[config.mk]
export PLATFORM = sky130hd
export DESIGN_NAME = fetch_stage
export DESIGN_NICKNAME = d
export VERILOG_FILES = /design/src/rtl/fetch_stage.sv
export SDC_FILE = /design/constraint.sdc
export NUM_CORES = 1
export LEC_CHECK = 0
export BUFFER_PORTS_ARGS = -buffer_cell sky130_fd_sc_hd__buf_2
export CORE_ASPECT_RATIO = 1.2
export CORE_MARGIN = 2
export CORE_UTILIZATION = 45
export DETAILED_ROUTE_END_ITERATION = 10
export HOLD_SLACK_MARGIN = 0.1
export PLACE_DENSITY = 0.75
export SYNTH_ARGS = -nofsm -noshare
export SYNTH_HDL_FRONTEND = slang
export SYNTH_SLANG_ARGS = --single-unit
[constraint.sdc]
create_clock -name clk_i -period 2.1 [get_ports clk_i]
set_input_delay 0.21 -clock clk_i [delete_from_list [all_inputs] [get_ports clk_i]]
set_output_delay 0.21 -clock clk_i [all_outputs]
set_load 0.02 [all_outputs]
[src/rtl/fetch_stage.sv]
// Purpose : instruction-fetch stage; owns the PC, addresses a combinational
//           instruction memory and loads the IF/ID pipeline register.
// Latency : 1 cycle from address presented to instruction visible in IF/ID.
// Backpres: stall_i holds the PC and IF/ID. flush_i inserts a bubble and
//           refetches. redirect_i loads a new PC and inserts a bubble.
// Ports   : clk_i/rst_i (sync, active-high); stall_i, flush_i, redirect_i,
//           redirect_pc_i from downstream; imem_addr_o/imem_rdata_i to memory;
//           if_* outputs are the IF/ID register contents plus a load counter.
module fetch_stage #(
  parameter int          IMEM_W   = 13,
  parameter logic [31:0] RESET_PC = 32'h0000_0000
) (
  input  logic              clk_i,
  input  logic              rst_i,
  input  logic              stall_i,
  input  logic              flush_i,
  input  logic              redirect_i,
  input  logic [31:0]       redirect_pc_i,
  output logic [IMEM_W-1:0] imem_addr_o,
  input  logic [31:0]       imem_rdata_i,
  output logic [31:0]       if_pc_o,
  output logic [31:0]       if_inst_o,
  output logic              if_valid_o,
  output logic              if_fault_o,
  output logic              if_misalign_o,
  output logic [31:0]       if_count_o
);

  localparam logic [31:0] NOP = 32'h0000_0013;

  logic [31:0] pc_q;
  logic        misalign_pend;
  logic        range_fault;

  assign imem_addr_o = pc_q[IMEM_W-1:0];
  // Any set bit above the memory's address range means the fetch is out of range.
  assign range_fault = |pc_q[31:IMEM_W];

  always_ff @(posedge clk_i) begin
    if (rst_i) begin
      pc_q          <= RESET_PC;
      misalign_pend <= 1'b0;
      if_pc_o       <= 32'h0;
      if_inst_o     <= NOP;
      if_valid_o    <= 1'b0;
      if_fault_o    <= 1'b0;
      if_misalign_o <= 1'b0;
      if_count_o    <= 32'h0;
    end else if (redirect_i) begin
      // Target is forced word aligned; the dropped low bits are remembered so
      // the first instruction fetched there can be tagged for decode.
      pc_q          <= {redirect_pc_i[31:2], 2'b00};
      misalign_pend <= |redirect_pc_i[1:0];
      if_pc_o       <= 32'h0;
      if_inst_o     <= NOP;
      if_valid_o    <= 1'b0;
      if_fault_o    <= 1'b0;
      if_misalign_o <= 1'b0;
    end else if (flush_i) begin
      // Bubble only; the current PC is refetched next cycle.
      if_pc_o       <= 32'h0;
      if_inst_o     <= NOP;
      if_valid_o    <= 1'b0;
      if_fault_o    <= 1'b0;
      if_misalign_o <= 1'b0;
    end else if (!stall_i) begin
      // Out-of-range fetches still load as valid; decode raises the trap.
      if_pc_o       <= pc_q;
      if_inst_o     <= range_fault ? NOP : imem_rdata_i;
      if_valid_o    <= 1'b1;
      if_fault_o    <= range_fault;
      if_misalign_o <= misalign_pend;
      misalign_pend <= 1'b0;
      if_count_o    <= if_count_o + 32'd1;
      pc_q          <= pc_q + 32'd4;
    end
  end

endmodule
Word level (Yosys, flattened, before mapping)

Index checks and enable logic that the tools add are counted.

Mux-type cells: 7
Add/subtract/negate cells: 2
Bitwise gates (word level): 3
Equal/unequal tests: 2
Reduce and logical (&&, ||, !) cells: 7

Operators by type and width:

| kind                  | number |
|---|---|
| $mux 32               | 4 |
| $add 32x1->32 const B | 1 |
| $add 32x3->32 const B | 1 |
| $reduce_or 19->1      | 1 |
| $ne 2x1->1 const B    | 2 |
| $reduce_and 2->1      | 2 |
| $reduce_or 2->1       | 2 |
| $mux 1                | 3 |
| $not 1->1             | 3 |
| $reduce_and 3->1      | 1 |
| $reduce_or 3->1       | 1 |

Input port bits: 69
Word-level logic and storage cells: 30
Flip-flop bits (word level): 132

Depth between registers and ports, before layout

Gate-level depths: netlist (run 1).

Word-level depth: 4
Gate-level depth with buffers: 8
Depth with buffers taken out: 5

Worst setup path after synthesis (run 1)

Ideal clock, no wire load.

Path type: register -> register
From: register pc_q[2]
To: register pc_q[28]
Setup slack: -212 ps
Cell stages (with the launch flop): 8
Setup time: 91 ps
Data required time: 2009 ps
Arrival time: 2221 ps
Path buffers: 2
Cells stage by stage: dfxtp_1 -> ha_1 -> or3b_1 -> buf_2 -> or3_1 -> clkbuf_2 -> or4_1 -> a311oi_1

Cells in the longest elaborated chain, start to end: 4

RTL lines:

| element                  | line | text |
|---|---|---|
| start: declaration       | 31   | `logic [31:0] pc_q;` |
| start signal: assignment | 52   | `pc_q <= {redirect_pc_i[31:2], 2'b00};` |
| start signal: assignment | 75   | `pc_q <= pc_q + 32'd4;` |
| $add 32x3->32            | 75   |  |
| $mux 32                  | 66   | `end else if (!stall_i) begin` |
| $mux 32                  | 59   | `end else if (flush_i) begin` |
| $mux 32                  | 49   | `end else if (redirect_i) begin` |

Every way passes these cells. The select of a mux whose other input is x is not followed.
A chain may end at the register's enable or synchronous reset.

Worst setup path after layout (run 1)

From: register pc_q[3]
To: register pc_q[28]

The elaborated chain is that of the path after synthesis.

==> results.md, run 1 <==
- The flow ran to the end, but the final reports show violations.
- The checks that failed: setup timing.
- The total grt overflow is 0.
- The number of failing hold endpoints at the final stage is 0.
- For this design, the slowest cell found on the critical path is or4_4.
- The biggest area contributor in the post-synthesis netlist is dfxtp_1.
- For this run, the share of the core covered by cells in the final layout is 67.3%.
- The cell internal power dissipation is 4.87 mW.
- The number of fillers in the final layout is 946.
- Max-cap violations in this run came to 0.
- The largest buffer count on any clock path is 2.
- The adder and majority gate portion of the synthesized area is 0.442%.
- The routed wirelength normalized by instance count is 16.2 µm.
- Setup repair after global routing could not meet its margin everywhere.
- The synthesized netlist devotes 16.3% of its cell area to compound gates.
- Of the cells placed in the final design, the portion with a size suffix greater than 1 is 33.0%.
- The tree built by TritonCTS fans out to 128 sinks.
- By area, the combinational part of the netlist is dominated by simple AND/OR/NAND/NOR gates.
- The number of global-route vias before repair is 5679.
- The initial core utilization is 46.5%.
- Including well taps, the total number of placed cells is 958.
- The startpoint type of the worst setup path is a flop.
- After the first detailed-routing iteration, the DRC count stood at 368.
- The initial antenna violation count came to 0.
- The final net count is 947.
- The total via count in the routed design is 5865.
- The maximum clock frequency is 456 MHz.
- The final worst setup slack is -0.0946 ns.
- The completed layout was analyzed and its total power is 6.28 mW.
- The area growth from synthesis to layout is 44.8%.
- The power dissipated by switching net loads is 1.41 mW.
- The number of remaining DRC errors is 0.
- Clock-pin slew was measured on the worst setup and hold paths at 0.06 ns.
- Clock skew on the completed layout was measured at 0.00979 ns.
- For this run, the register share of the synthesized area comes to 45.3%.
- In this run the worst path has a maximum fanout of 6.
- The half-perimeter wire length of the detailed placement result is 10700 µm.
- The mean instance size in the synthesized netlist is 8.99 µm².
- Ranked by total cell area, the synthesized netlist is headed by dfxtp_1 (45%), nor2_1 (6.8%), mux2i_1 (5.8%), a32oi_1 (4.5%), or4_1 (4.2%).
- The cell count of the worst hold path is 3.
- The worst hold path begins at redirect_pc_i[9].
- The top-level I/O count is 181.
- The tightest min-delay check is of the input pin to flop type.
- The count of synthesis-stage warnings from yosys is 0.
- Synthesis instantiated 42 different standard cells from the library.
- Leaving out filler cells and counting taps, the final layout contains 1051.
- The final setup TNS is -0.254 ns.
- Across all register-to-register paths, the minimum setup slack is -0.09 ns.
- The floorplan die width is 106 µm.
- The placer congestion estimate is 0.818.
- In this run the vertical extent of the chip is 127 µm.
- The final count of negative-setup-slack endpoints is 6.
- The worst hold path terminates at pc_q[9]$_SDFFE_PP0P_.
- Port buffering added 176 buffers.
- The signal on the critical path passes through ha_4 > or3b_4 > or3_4 > buf_6 > or4_4 > a311oi_2.
- In this run the power density over the cells is 766 nW/µm².
- The top cell type by area accounts for 45.3% of the synthesized area.
- After layout, the worst path uses 105% of the clock period.
- The post-synthesis xor/xnor area fraction is 3.41%.
- The initialized floorplan defines 44 standard-cell rows.
- The total area inside the core boundary comes to 12200 µm².
- For this run, the leading register cell type out of synthesis is dfxtp_1.
- For this design the static power due to leakage is 3.38 nW.
- The type of element capturing the critical path is a flop.
- The simple logic cell fraction of the synthesized area is 21.8%.
- For this run, the total global-route usage over all layers was measured as 24.8%.
- The required time reported for the critical path endpoint is 2.42 ns.
- The final critical path time including I/O delays and setup is 2.19 ns.
- For this run, the detailed router's first-pass iteration total came to 5.
- The maximum single-stage delay on the critical path is 0.43 ns.
- The launch instance of the worst register-to-register path is pc_q[3]$_SDFFE_PP0P_.
- After routing the design area is 8190 µm².
- The die covers 13500 µm².
- Using the TritonRoute via totals, the vias-per-cell ratio works out to 5.58.
- The maximum number of pins on one net before global-route repair is 64.
- The aggregate routed wire length is 17000 µm.
- Clock tree synthesis selected as its root buffer the cell clkbuf_16.
- The worst slack on hold paths is 0.116 ns.
- The switching share of power is 22.4%.
- The number of enable-type register cells in the synthesized netlist is 0.
- Summing every instance area after synthesis gives 5660 µm².
- The proportion of power drawn by flip-flops and latches is 40.3%.
- The maximum level of the CTS H-tree is 4.
- The number of max-slew violations in the final report is 0.
- The total clock buffers created by CTS is 17.
- Summing all placed instances gives a cell area of 6890 µm².
- The logic gate share of total power is 9.1%.
- At the later pin of the worst-skew pair, clock insertion delay measures 0.41 ns.
- Synthesis handed over a netlist of 629 instances.
- The largest voltage drop on the vdd net is 454 µV.
- The number of synthesized register bits is 128.
- The fraction of registers with async set/reset is 0%.
- STA puts the critical path data arrival time at 2.51 ns.
- The first global-routing pass estimated 27200 µm of wire.
- The critical setup path kind is flop to flop.
- The count of nets left with antenna violations once routing finished came out at 0.
- The worst setup slack before clock tree synthesis is -0.171 ns.
- The max-slew headroom at the worst pin is 52.1%.
- Multiplexer cells account for 5.84% of the synthesized area.
- The transition time at the pin with the least slew margin is 0.719 ns.
- TritonCTS built the clock tree.
- The endpoint identified for the worst register-to-register timing path is pc_q[28]$_SDFFE_PP0P_.
- The proportion of power drawn by the clock network is 50.6%.
- Measured in cells, the most critical reg-to-reg path has a length of 6.
[worst max-delay path, delay by kind of cell, from the launching register on]
family / cells / cell delay (ns)
buffers and inverters: 1 / 0.14
AND/OR/NAND/NOR: 3 / 1.20
adder cells (fa/ha/maj): 1 / 0.13
AO/OA/AOI/OAI: 1 / 0.28
flip-flops: 1 / 0.36
[Yosys cell counts (3+ instances only)]
cell / count
dfxtp_1: 128
nor2_1: 102
clkbuf_1: 38
mux2i_1: 33
or4_1: 32
a32oi_1: 29
o31ai_1: 28
a21oi_1: 22
nand4_1: 18
inv_1: 17
a311oi_1: 16
nand3_1: 16
buf_4: 15
nand2_1: 14
or3_1: 14
xnor2_1: 13
a211oi_1: 12
nor4_1: 9
o21ai_0: 9
xor2_1: 9
buf_1: 8
and4_1: 7
nor3_1: 5
a21o_1: 4
nand3b_1: 4
and3_1: 3
nand2b_1: 3
[what timing repair did]
item | CTS | global route
setup endpoints to repair | 10 | 21
endpoints found under the hold margin | 52 | 0
gates resized for setup | 9 | 10
pin swaps | 6 | 5
hold buffers | 53 | 0
setup buffers | 4 | 2
cloned | 1 | 0
[flip-flops by register name (all words and copies together) (netlist names)]
register / count
if_count_o: 32
if_fault_o: 1
if_inst_o: 32
if_misalign_o: 1
if_pc_o: 30
if_valid_o: 1
misalign_pend: 1
pc_q: 30
[cell usage in the layout (no fill, tap or decap), drive strengths merged, types with 16 or more instances in the layout]
master	count
dlygate4sd3	53
nand4	18
buf	238
or4	32
dfxtp	128
a32oi	29
a21oi	22
mux2i	33
nor2	102
a311oi	16
clkbuf	23
nand3	16
o31ai	28
inv	17
[cells by family after synthesis]
group | Yosys count
compound gates | 125
mux | 33
fa+ha+maj | 2
buf+inv | 83
flops | 128
other cells | 1
simple gates | 235
xor+xnor | 22
[power groups by stage]
stage | combinational, mW | clock [mW] | sequential (mW)
floorplan | 0.268 | 0 | 2.59
global placement | 0.461 | 0 | 2.57
detailed placement | 0.473 | 0 | 2.58
CTS | 0.558 | 3.22 | 2.52
global route | 0.616 | 3.34 | 2.53
finish | 0.572 | 3.18 | 2.53
[per-layer routing]
layer | up-vias | GRT usage [%] | share of wire, %
met2 | 219 | 43.7 | 50
li1 | 2820 | - | -
met1 | 2789 | 29.0 | 41
met4 | 0 | 9.37 | 2.5
met5 | - | 0 | 0
met3 | 37 | 5.81 | 5.8
[worst max path at each step]
stage | to | cells after the start | slack [ns] | startpoint
floorplan | pc_q[16]$_SDFFE_PP0P_ | 7 | -0.15 | pc_q[3]$_SDFFE_PP0P_
global placement | pc_q[30]$_SDFFE_PP0P_ | 6 | -0.05 | pc_q[3]$_SDFFE_PP0P_
detailed placement | pc_q[30]$_SDFFE_PP0P_ | 6 | -0.17 | pc_q[3]$_SDFFE_PP0P_
CTS | pc_q[28]$_SDFFE_PP0P_ | 6 | -0.07 | pc_q[3]$_SDFFE_PP0P_
global route | pc_q[28]$_SDFFE_PP0P_ | 6 | -0.14 | pc_q[3]$_SDFFE_PP0P_
finish | pc_q[28]$_SDFFE_PP0P_ | 6 | -0.09 | pc_q[3]$_SDFFE_PP0P_
[final cells by class]
type,count,area (µm²),share of cell area [%]
timing repair buffer,291,1910,23.3
multi-input combinational,421,2800,34.2
antenna,1,2.50,0.0305
clock inverter,9,153,1.86
clock buffer,23,489,5.97
inverter,17,63.8,0.779
sequential,128,2580,31.4
tap,161,201,2.46
No activity file was read; power rests on OpenSTA's default activity.
==> run 2: changes to the inputs <==
- CAP_MARGIN: default -> 0
- REMOVE_ABC_BUFFERS: default -> 1
==> run 2 against run 1 <==
Against the previous run: the flow still finishes with violations (setup timing); highest routed layer unchanged; sequential power barely moved; largest power group unchanged; clock skew about the same; largest cell class unchanged; combinational power about the same.
==> results.md, run 2 (synthesis results as in run 1) <==
- The largest buffer count on any clock path was 2 (unchanged).
- The routed wirelength normalized by instance count is 16.2 µm (about the same).
- The total routing usage reported by global routing is 24.9% (was 24.8%).
- The initial core utilization is 46.5% (unchanged).
- The number of DRC markers in iteration 0 is 512 (was 368).
- The iteration count of the initial detailed-routing pass came to 5 (unchanged).
- The met1 track utilization from global routing came to 28.7% (was 29.0%).
- The global routing met3 resource utilization was 6.63% (was 5.81%).
- The final setup TNS is -0.357 ns (was -0.254 ns).
- The standard cell area after detailed placement is 6890 µm² (about the same).
- The worst setup slack before clock tree synthesis came to -0.241 ns (was -0.171 ns).
- The most common library cell in the layout ignoring fill and taps was buf_2 (unchanged).
- The cell count of the worst hold path is 3 (unchanged).
- The total power came to 6.32 mW (was 6.28 mW).
- The most numerous cell type found on the critical path is buf_6.
- The cell internal power dissipation is 4.90 mW (was 4.87 mW).
- The maximum single-stage delay on the critical path is 0.44 ns (was 0.43 ns).
- The fraction of layout cells with a size suffix above 1 is 32.3% (was 33.0%).
- The final critical path time including I/O delays and setup is 2.19 ns (about the same).
- The critical setup path kind is flop to flop (unchanged).
- The total number of placement rows is 44 (unchanged).
- The max-slew headroom at the worst pin is 53.4% (was 52.1%).
- The library cell contributing the largest single delay on the critical path is or3_4 (was or4_4).
- The switching share of power is 22.4% (about the same).
- The maximum number of pins on one net before global-route repair is 64 (unchanged).
- The cell area after layout is 8190 µm² (about the same).
- The worst hold path endpoint is pc_q[22]$_SDFFE_PP0P_ (was pc_q[9]$_SDFFE_PP0P_).
- The power dissipated by switching net loads is 1.41 mW (about the same).
- The total grt overflow was 0 (unchanged).
- The type of element capturing the critical path is a flop (unchanged).
- The proportion of power drawn by the clock network came to 51.0% (was 50.6%).
- The worst reg-to-reg path cell count is 7 (was 6).
- The number of remaining DRC errors is 0 (unchanged).
- The core region area is 12200 µm² (unchanged).
- The overall die height is 127 µm (unchanged).
- The number of global-route vias before repair came to 5771 (was 5679).
- The routing layer with the top usage in global route was met2 (unchanged).
- The total of max-cap violations is 0 (unchanged).
- The worst slack on hold paths was 0.113 ns (was 0.116 ns).
- The footprint of the flip-flops and latches was 2570 µm² (was 2580 µm²).
- The TritonCTS sink count is 128 (unchanged).
- The final worst setup slack is -0.0870 ns (was -0.0946 ns).
- The type of the tightest min-delay check was input pin to flop (unchanged).
- The post-route antenna net violation count is 0 (unchanged).
- The count of buffers inserted at the top-level ports came to 176 (unchanged).
- The largest voltage drop on the vdd net is 494 µV (was 454 µV).
- The top-level I/O count is 181 (unchanged).
- The logic gate share of total power came to 9.0% (was 9.1%).
- The required time reported for the critical path endpoint is 2.41 ns (was 2.42 ns).
- The final antenna diode count is 0 (was 1).
- Failing checks: setup timing (unchanged).
- The launch instance of the worst register-to-register path is pc_q[3]$_SDFFE_PP0P_ (unchanged).
- The die outline area is 13500 µm² (unchanged).
- The clock input transition at the sequential cells of the worst setup and hold paths was 0.06 ns (about the same).
- Critical path, cell by cell: ha_4 > or3b_4 > or3_4 > buf_6 > buf_6 > or3_1 > a311oi_1 (was ha_4 > or3b_4 > or3_4 > buf_6 > or4_4 > a311oi_2).
- The clock insertion delay at the later pin of the skew report was 0.40 ns (was 0.41 ns).
- The root cell of the clock tree is clkbuf_16 (unchanged).
- The slack of the worst reg-to-reg path is -0.09 ns (about the same).
- The number of max-slew violations in the final report is 0 (unchanged).
- The maximum clock frequency was 457 MHz (was 456 MHz).
- The aggregate routed wire length is 17000 µm (about the same).
- The static leakage is 3.39 nW (was 3.38 nW).
- The startpoint type of the worst setup path was a flop (unchanged).
- The floorplan die width came to 106 µm (unchanged).
- The placer congestion estimate is 0.860 (was 0.818).
- The number of failing hold endpoints at the final stage was 0 (unchanged).
- The total clock buffers created by CTS was 17 (unchanged).
- The final net count came to 947 (unchanged).
- The maximum fanout count along the critical path came to 6 (unchanged).
- The ratio of routed vias to standard cells was 5.65 (was 5.58).
- The endpoint of the worst-slack reg-to-reg timing path was pc_q[18]$_SDFFE_PP0P_ (was pc_q[28]$_SDFFE_PP0P_).
- The clock skew came to 0.0103 ns (was 0.00979 ns).
- The total via count in the routed design came to 5929 (was 5865).
- The hold path startpoint was redirect_pc_i[22] (was redirect_pc_i[9]).
- The maximum level of the CTS H-tree was 4 (unchanged).
- The total power divided by cell area is 771 nW/µm² (was 766 nW/µm²).
- The number of fillers in the final layout was 960 (was 946).
- Largest registers in the final layout: if_count_o: 32 flops, if_inst_o: 32 flops (unchanged).
- Unrepaired setup endpoints after global routing: true (unchanged).
- The arrival time at the worst endpoint is 2.49 ns (was 2.51 ns).
- The final count of negative-setup-slack endpoints is 8 (was 6).
- The ratio of final minimum period to clock period was 104% (was 105%).
- The initial antenna violation count is 0 (unchanged).
- The CTS tree was yes (unchanged).
- Top library cells by usage in the layout, fill and taps aside: buf_2 (175), dfxtp_1 (123), nor2_1 (101) (was buf_2 (177), dfxtp_1 (121), nor2_1 (101)).
- The wire length of the first global-routing pass is 27500 µm (was 27200 µm).
- The proportion of power drawn by flip-flops and latches was 40.0% (was 40.3%).
- The area growth from synthesis to layout is 44.9% (was 44.8%).
- The transition time at the pin with the least slew margin was 0.699 ns (was 0.719 ns).
- Run status: complete, but fails checks (unchanged).
- The half-perimeter wire length of the detailed placement result is 11100 µm (was 10700 µm).
- The multi-input gate area in the final layout came to 2770 µm² (was 2800 µm²).
- The met2 demand-to-capacity share in global routing was 43.1% (was 43.7%).
==> run 2: timing repair <==
| action | 4_1_cts | 5_1_grt |
|---|---|---|
| setup buffers | 4 | 2 |
| hold buffers | 53 | 0 |
| endpoints found under the hold margin | 52 | 0 |
| pin swaps | 16 | 4 |
| setup endpoints to repair | 9 | 21 |
| resized for setup | 12 | 8 |
==> run 2: critical path: cells and delay by family, from the launching register on <==
kind / cells / cell delay (ns)
adder cells (fa/ha/maj): 1 / 0.13
AND/OR/NAND/NOR: 3 / 1.14
buffers and inverters: 2 / 0.26
AO/OA/AOI/OAI: 1 / 0.20
flip-flops: 1 / 0.35
==> run 2: power by group through the flow <==
stage          sequential [mW]  clock, mW  combinational [mW]
3_3_place_gp              2.57          0               0.456
4_1_cts                   2.52       3.27               0.553
6_report                  2.53       3.22               0.570
2_1_floorplan             2.62          0               0.162
5_1_grt                   2.53       3.37               0.616
3_5_place_dp              2.57          0               0.469
==> run 2: how the worst max path moves through the flow <==
| stage | start | to | slack, ns | depth (start not counted) |
|---|---|---|---|---|
| final | pc_q[3]$_SDFFE_PP0P_ | pc_q[18]$_SDFFE_PP0P_ | -0.09 | 7 |
| after global routing | pc_q[3]$_SDFFE_PP0P_ | pc_q[18]$_SDFFE_PP0P_ | -0.16 | 7 |
| after CTS | pc_q[3]$_SDFFE_PP0P_ | pc_q[18]$_SDFFE_PP0P_ | -0.08 | 7 |
| after detailed placement | pc_q[2]$_SDFFE_PP0P_ | pc_q[24]$_SDFFE_PP0P_ | -0.24 | 6 |
| after global placement | pc_q[2]$_SDFFE_PP0P_ | pc_q[24]$_SDFFE_PP0P_ | -0.15 | 6 |
| after floorplan | pc_q[2]$_SDFFE_PP0P_ | pc_q[22]$_SDFFE_PP0P_ | -0.40 | 5 |
==> run 2: metal layers <==
metal	share of wire (%)	wire [µm]	vias up
li1	-	-	2816
met1	41	6890	2833
met5	0	0	-
met3	7.4	1260	39
met2	49	8390	241
met4	2.7	464	0
==> run 2: metrics by stage <==
step | util (%) | instances
after floorplan | - | 566
after global placement | 56.6 | 959
after detailed placement | 56.6 | 959
after CTS | 67.0 | 1048
after global routing | 67.3 | 1050
final | 67.3 | 1050
==> run 2: area by class of cell <==
type / count / area share (%)
Clock buffer: 20 / 5.45
Clock inverter: 12 / 2.53
Inverter: 17 / 0.779
Multi-Input combinational cell: 421 / 33.9
Sequential cell: 128 / 31.3
Tap cell: 161 / 2.46
Timing Repair Buffer: 291 / 23.6
==> run 3: changes to the inputs <==
- CTS_BUF_LIST: default -> sky130_fd_sc_hd__clkbuf_8
==> run 3 against run 2 <==
Against the previous run: the run still ends with setup timing left; register-to-register slack got worse by 0.06 ns; utilization shrank 0.19 points; clock-buffer cell count fell by 2; global-route usage grew 1.1 points; largest power group is now registers.
==> results.md, run 3 (synthesis results as in run 1) <==
- The wire length of the first global-routing pass is 28600 µm (was 27500 µm).
- The aggregate routed wire length came to 17800 µm (was 17000 µm).
- The die outline area is 13500 µm² (unchanged).
- The largest voltage drop on the vdd net is 421 µV (was 494 µV).
- The maximum level of the CTS H-tree came to 4 (unchanged).
- The initial antenna violation count is 0 (unchanged).
- The initial core utilization is 46.5% (unchanged).
- Top library cells by usage in the layout, fill and taps aside: buf_2 (175), dfxtp_1 (121), nor2_1 (101) (was buf_2 (175), dfxtp_1 (123), nor2_1 (101)).
- The total number of placement rows is 44 (unchanged).
- The required time reported for the critical path endpoint was 2.43 ns (was 2.41 ns).
- The launch point of the critical path was pc_q[2]$_SDFFE_PP0P_ (was pc_q[3]$_SDFFE_PP0P_).
- The total via count in the routed design is 6055 (was 5929).
- The number of remaining DRC errors is 0 (unchanged).
- The worst reg-to-reg path cell count is 7 (unchanged).
- The maximum number of pins on one net before global-route repair came to 64 (unchanged).
- The type of the tightest min-delay check is input pin to flop (unchanged).
- The core region area was 12200 µm² (unchanged).
- The slack of the worst reg-to-reg path is -0.15 ns (was -0.09 ns).
- The endpoint of the worst-slack reg-to-reg timing path was pc_q[24]$_SDFFE_PP0P_ (was pc_q[18]$_SDFFE_PP0P_).
- The worst slack on hold paths is 0.156 ns (was 0.113 ns).
- The CTS tree is yes (unchanged).
- The number of max-slew violations in the final report was 0 (unchanged).
- The post-route antenna net violation count is 0 (unchanged).
- The final count of negative-setup-slack endpoints was 9 (was 8).
- The worst setup slack before clock tree synthesis came to -0.241 ns (unchanged).
- The total power came to 5.56 mW (was 6.32 mW).
- The overall die height is 127 µm (unchanged).
- The share of the core filled with cells is 67.2% (was 67.3%).
- The total grt overflow is 0 (unchanged).
- The half-perimeter wire length of the detailed placement result is 11100 µm (unchanged).
- The top-level I/O count is 181 (unchanged).
- The final setup TNS was -0.957 ns (was -0.357 ns).
- The iteration count of the initial detailed-routing pass came to 5 (unchanged).
- The area growth from synthesis to layout is 44.5% (was 44.9%).
- The launch instance of the worst register-to-register path is pc_q[2]$_SDFFE_PP0P_ (was pc_q[3]$_SDFFE_PP0P_).
- The total power divided by cell area came to 681 nW/µm² (was 771 nW/µm²).
- The total routing usage reported by global routing came to 26.0% (was 24.9%).
- The maximum fanout count along the critical path was 5 (was 6).
- The number of DRC markers in iteration 0 came to 541 (was 512).
- The startpoint type of the worst setup path is a flop (unchanged).
- The arrival time at the worst endpoint was 2.58 ns (was 2.49 ns).
- The count of buffer and inverter cells on the critical path is 2 (unchanged).
- The static leakage came to 3.38 nW (was 3.39 nW).
- The library cell contributing the largest single delay on the critical path is or3_4 (unchanged).
- The cell area after layout is 8170 µm² (was 8190 µm²).
- The count of buffers inserted at the top-level ports is 176 (unchanged).
- The root cell of the clock tree is clkbuf_8 (was clkbuf_16).
- The total of max-cap violations is 0 (unchanged).
- The ratio of final minimum period to clock period is 107% (was 104%).
- The routed wirelength normalized by instance count is 16.8 µm (was 16.2 µm).
- The transition time at the pin with the least slew margin was 0.721 ns (was 0.699 ns).
- Failing checks: setup timing (unchanged).
- The total clock buffers created by CTS was 17 (unchanged).
- The final antenna diode count is 0 (unchanged).
- The ratio of routed vias to standard cells is 5.70 (was 5.65).
- The critical path endpoint is pc_q[24]$_SDFFE_PP0P_ (was pc_q[18]$_SDFFE_PP0P_).
- The number of global-route vias before repair came to 5835 (was 5771).
- The total number of cells along the worst setup path is 7 (unchanged).
- The final worst setup slack was -0.151 ns (was -0.0870 ns).
- Unrepaired setup endpoints after global routing: true (unchanged).
- The type of element capturing the critical path is a flop (unchanged).
- The fraction of layout cells with a size suffix above 1 was 32.8% (was 32.3%).
- The final net count is 960 (was 947).
- The total instance count after detailed placement is 959 (unchanged).
- The maximum clock frequency came to 444 MHz (was 457 MHz).
- Largest registers in the final layout: if_count_o: 32 flops, if_inst_o: 32 flops (unchanged).
- The TritonCTS sink count was 128 (unchanged).
- Run status: complete, but fails checks (unchanged).
- The number of failing hold endpoints at the final stage is 0 (unchanged).
- The clock insertion delay at the later pin of the skew report is 0.44 ns (was 0.40 ns).
- The critical setup path kind is flop to flop (unchanged).
- The most common library cell in the layout ignoring fill and taps is buf_2 (unchanged).
- The clock input transition at the sequential cells of the worst setup and hold paths is 0.08 ns (was 0.06 ns).
- The clock skew is 0.0131 ns (was 0.0103 ns).
- The final non-filler cell total was 1063 (was 1050).
- The max-slew headroom at the worst pin was 51.9% (was 53.4%).
- The placer congestion estimate is 0.860 (unchanged).
- The final critical path time including I/O delays and setup is 2.25 ns (was 2.19 ns).
- Critical path, cell by cell: ha_4 > or3b_4 > or3_4 > buf_12 > buf_4 > or3_1 > a311oi_1 (was ha_4 > or3b_4 > or3_4 > buf_6 > buf_6 > or3_1 > a311oi_1).
- The largest buffer count on any clock path came to 2 (unchanged).
- The number of fillers in the final layout is 963 (was 960).
- The floorplan die width is 106 µm (unchanged).
- The maximum single-stage delay on the critical path is 0.41 ns (was 0.44 ns).
- The kind of cell adding the most delay to the critical path is simple AND/OR/NAND/NOR gates (unchanged).
- The standard cell area after detailed placement is 6890 µm² (unchanged).
run 3: tightest hold or removal path, delay by kind of cell:
family	cells	cell delay (ns)
AO/OA/AOI/OAI	1	0.07
AND/OR/NAND/NOR	1	0.15
buffers and inverters	1	0.10
run 3: routing by layer:
layer	routed length (µm)	global-route usage, %
met1	7060	30.3
met2	8860	44.9
met3	1470	7.76
met4	446	10.1
met5	0	0
run 3: layout make-up:
| cell class | instances | area, µm² | area share, % |
|---|---|---|---|
| well taps | 161 | 201 | 2.47 |
| flip-flops and latches | 128 | 2570 | 31.5 |
| clock buffers | 18 | 248 | 3.03 |
| multi-input cells | 421 | 2800 | 34.2 |
| repair buffers | 304 | 2070 | 25.4 |
| clock inverters | 14 | 215 | 2.63 |
| inverters | 17 | 63.8 | 0.781 |
run 3: worst min-delay path by stage:
stage	depth (start not counted)	start	slack (ns)	end
final	3	redirect_pc_i[31]	0.16	pc_q[31]$_SDFFE_PP0P_
after global routing	3	redirect_pc_i[31]	0.15	pc_q[31]$_SDFFE_PP0P_
after CTS	2	redirect_i	0.13	pc_q[17]$_SDFFE_PP0P_
after detailed placement	2	if_valid_o$_SDFFE_PP0N_	0.44	if_valid_o$_SDFFE_PP0N_
after global placement	2	if_valid_o$_SDFFE_PP0N_	0.44	if_valid_o$_SDFFE_PP0N_
after floorplan	1	rst_i	0.28	if_count_o[11]$_SDFFE_PP0P_
run 3: timing repair:
item | in CTS | in global routing
hold endpoints to repair | 62 | 0
gates resized for setup | 12 | 17
setup buffers | 4 | 5
pin swaps | 17 | 9
endpoints found under the setup margin | 10 | 24
hold buffers | 63 | 0
run 3: power breakdown:
group | internal [mW] | switching (mW) | leakage [nW]
Sequential | 2.48 | 0.0461 | 1.04
Clock | 1.44 | 0.998 | 0.228
Combinational | 0.287 | 0.307 | 2.11
Total | 4.21 | 1.35 | 3.38
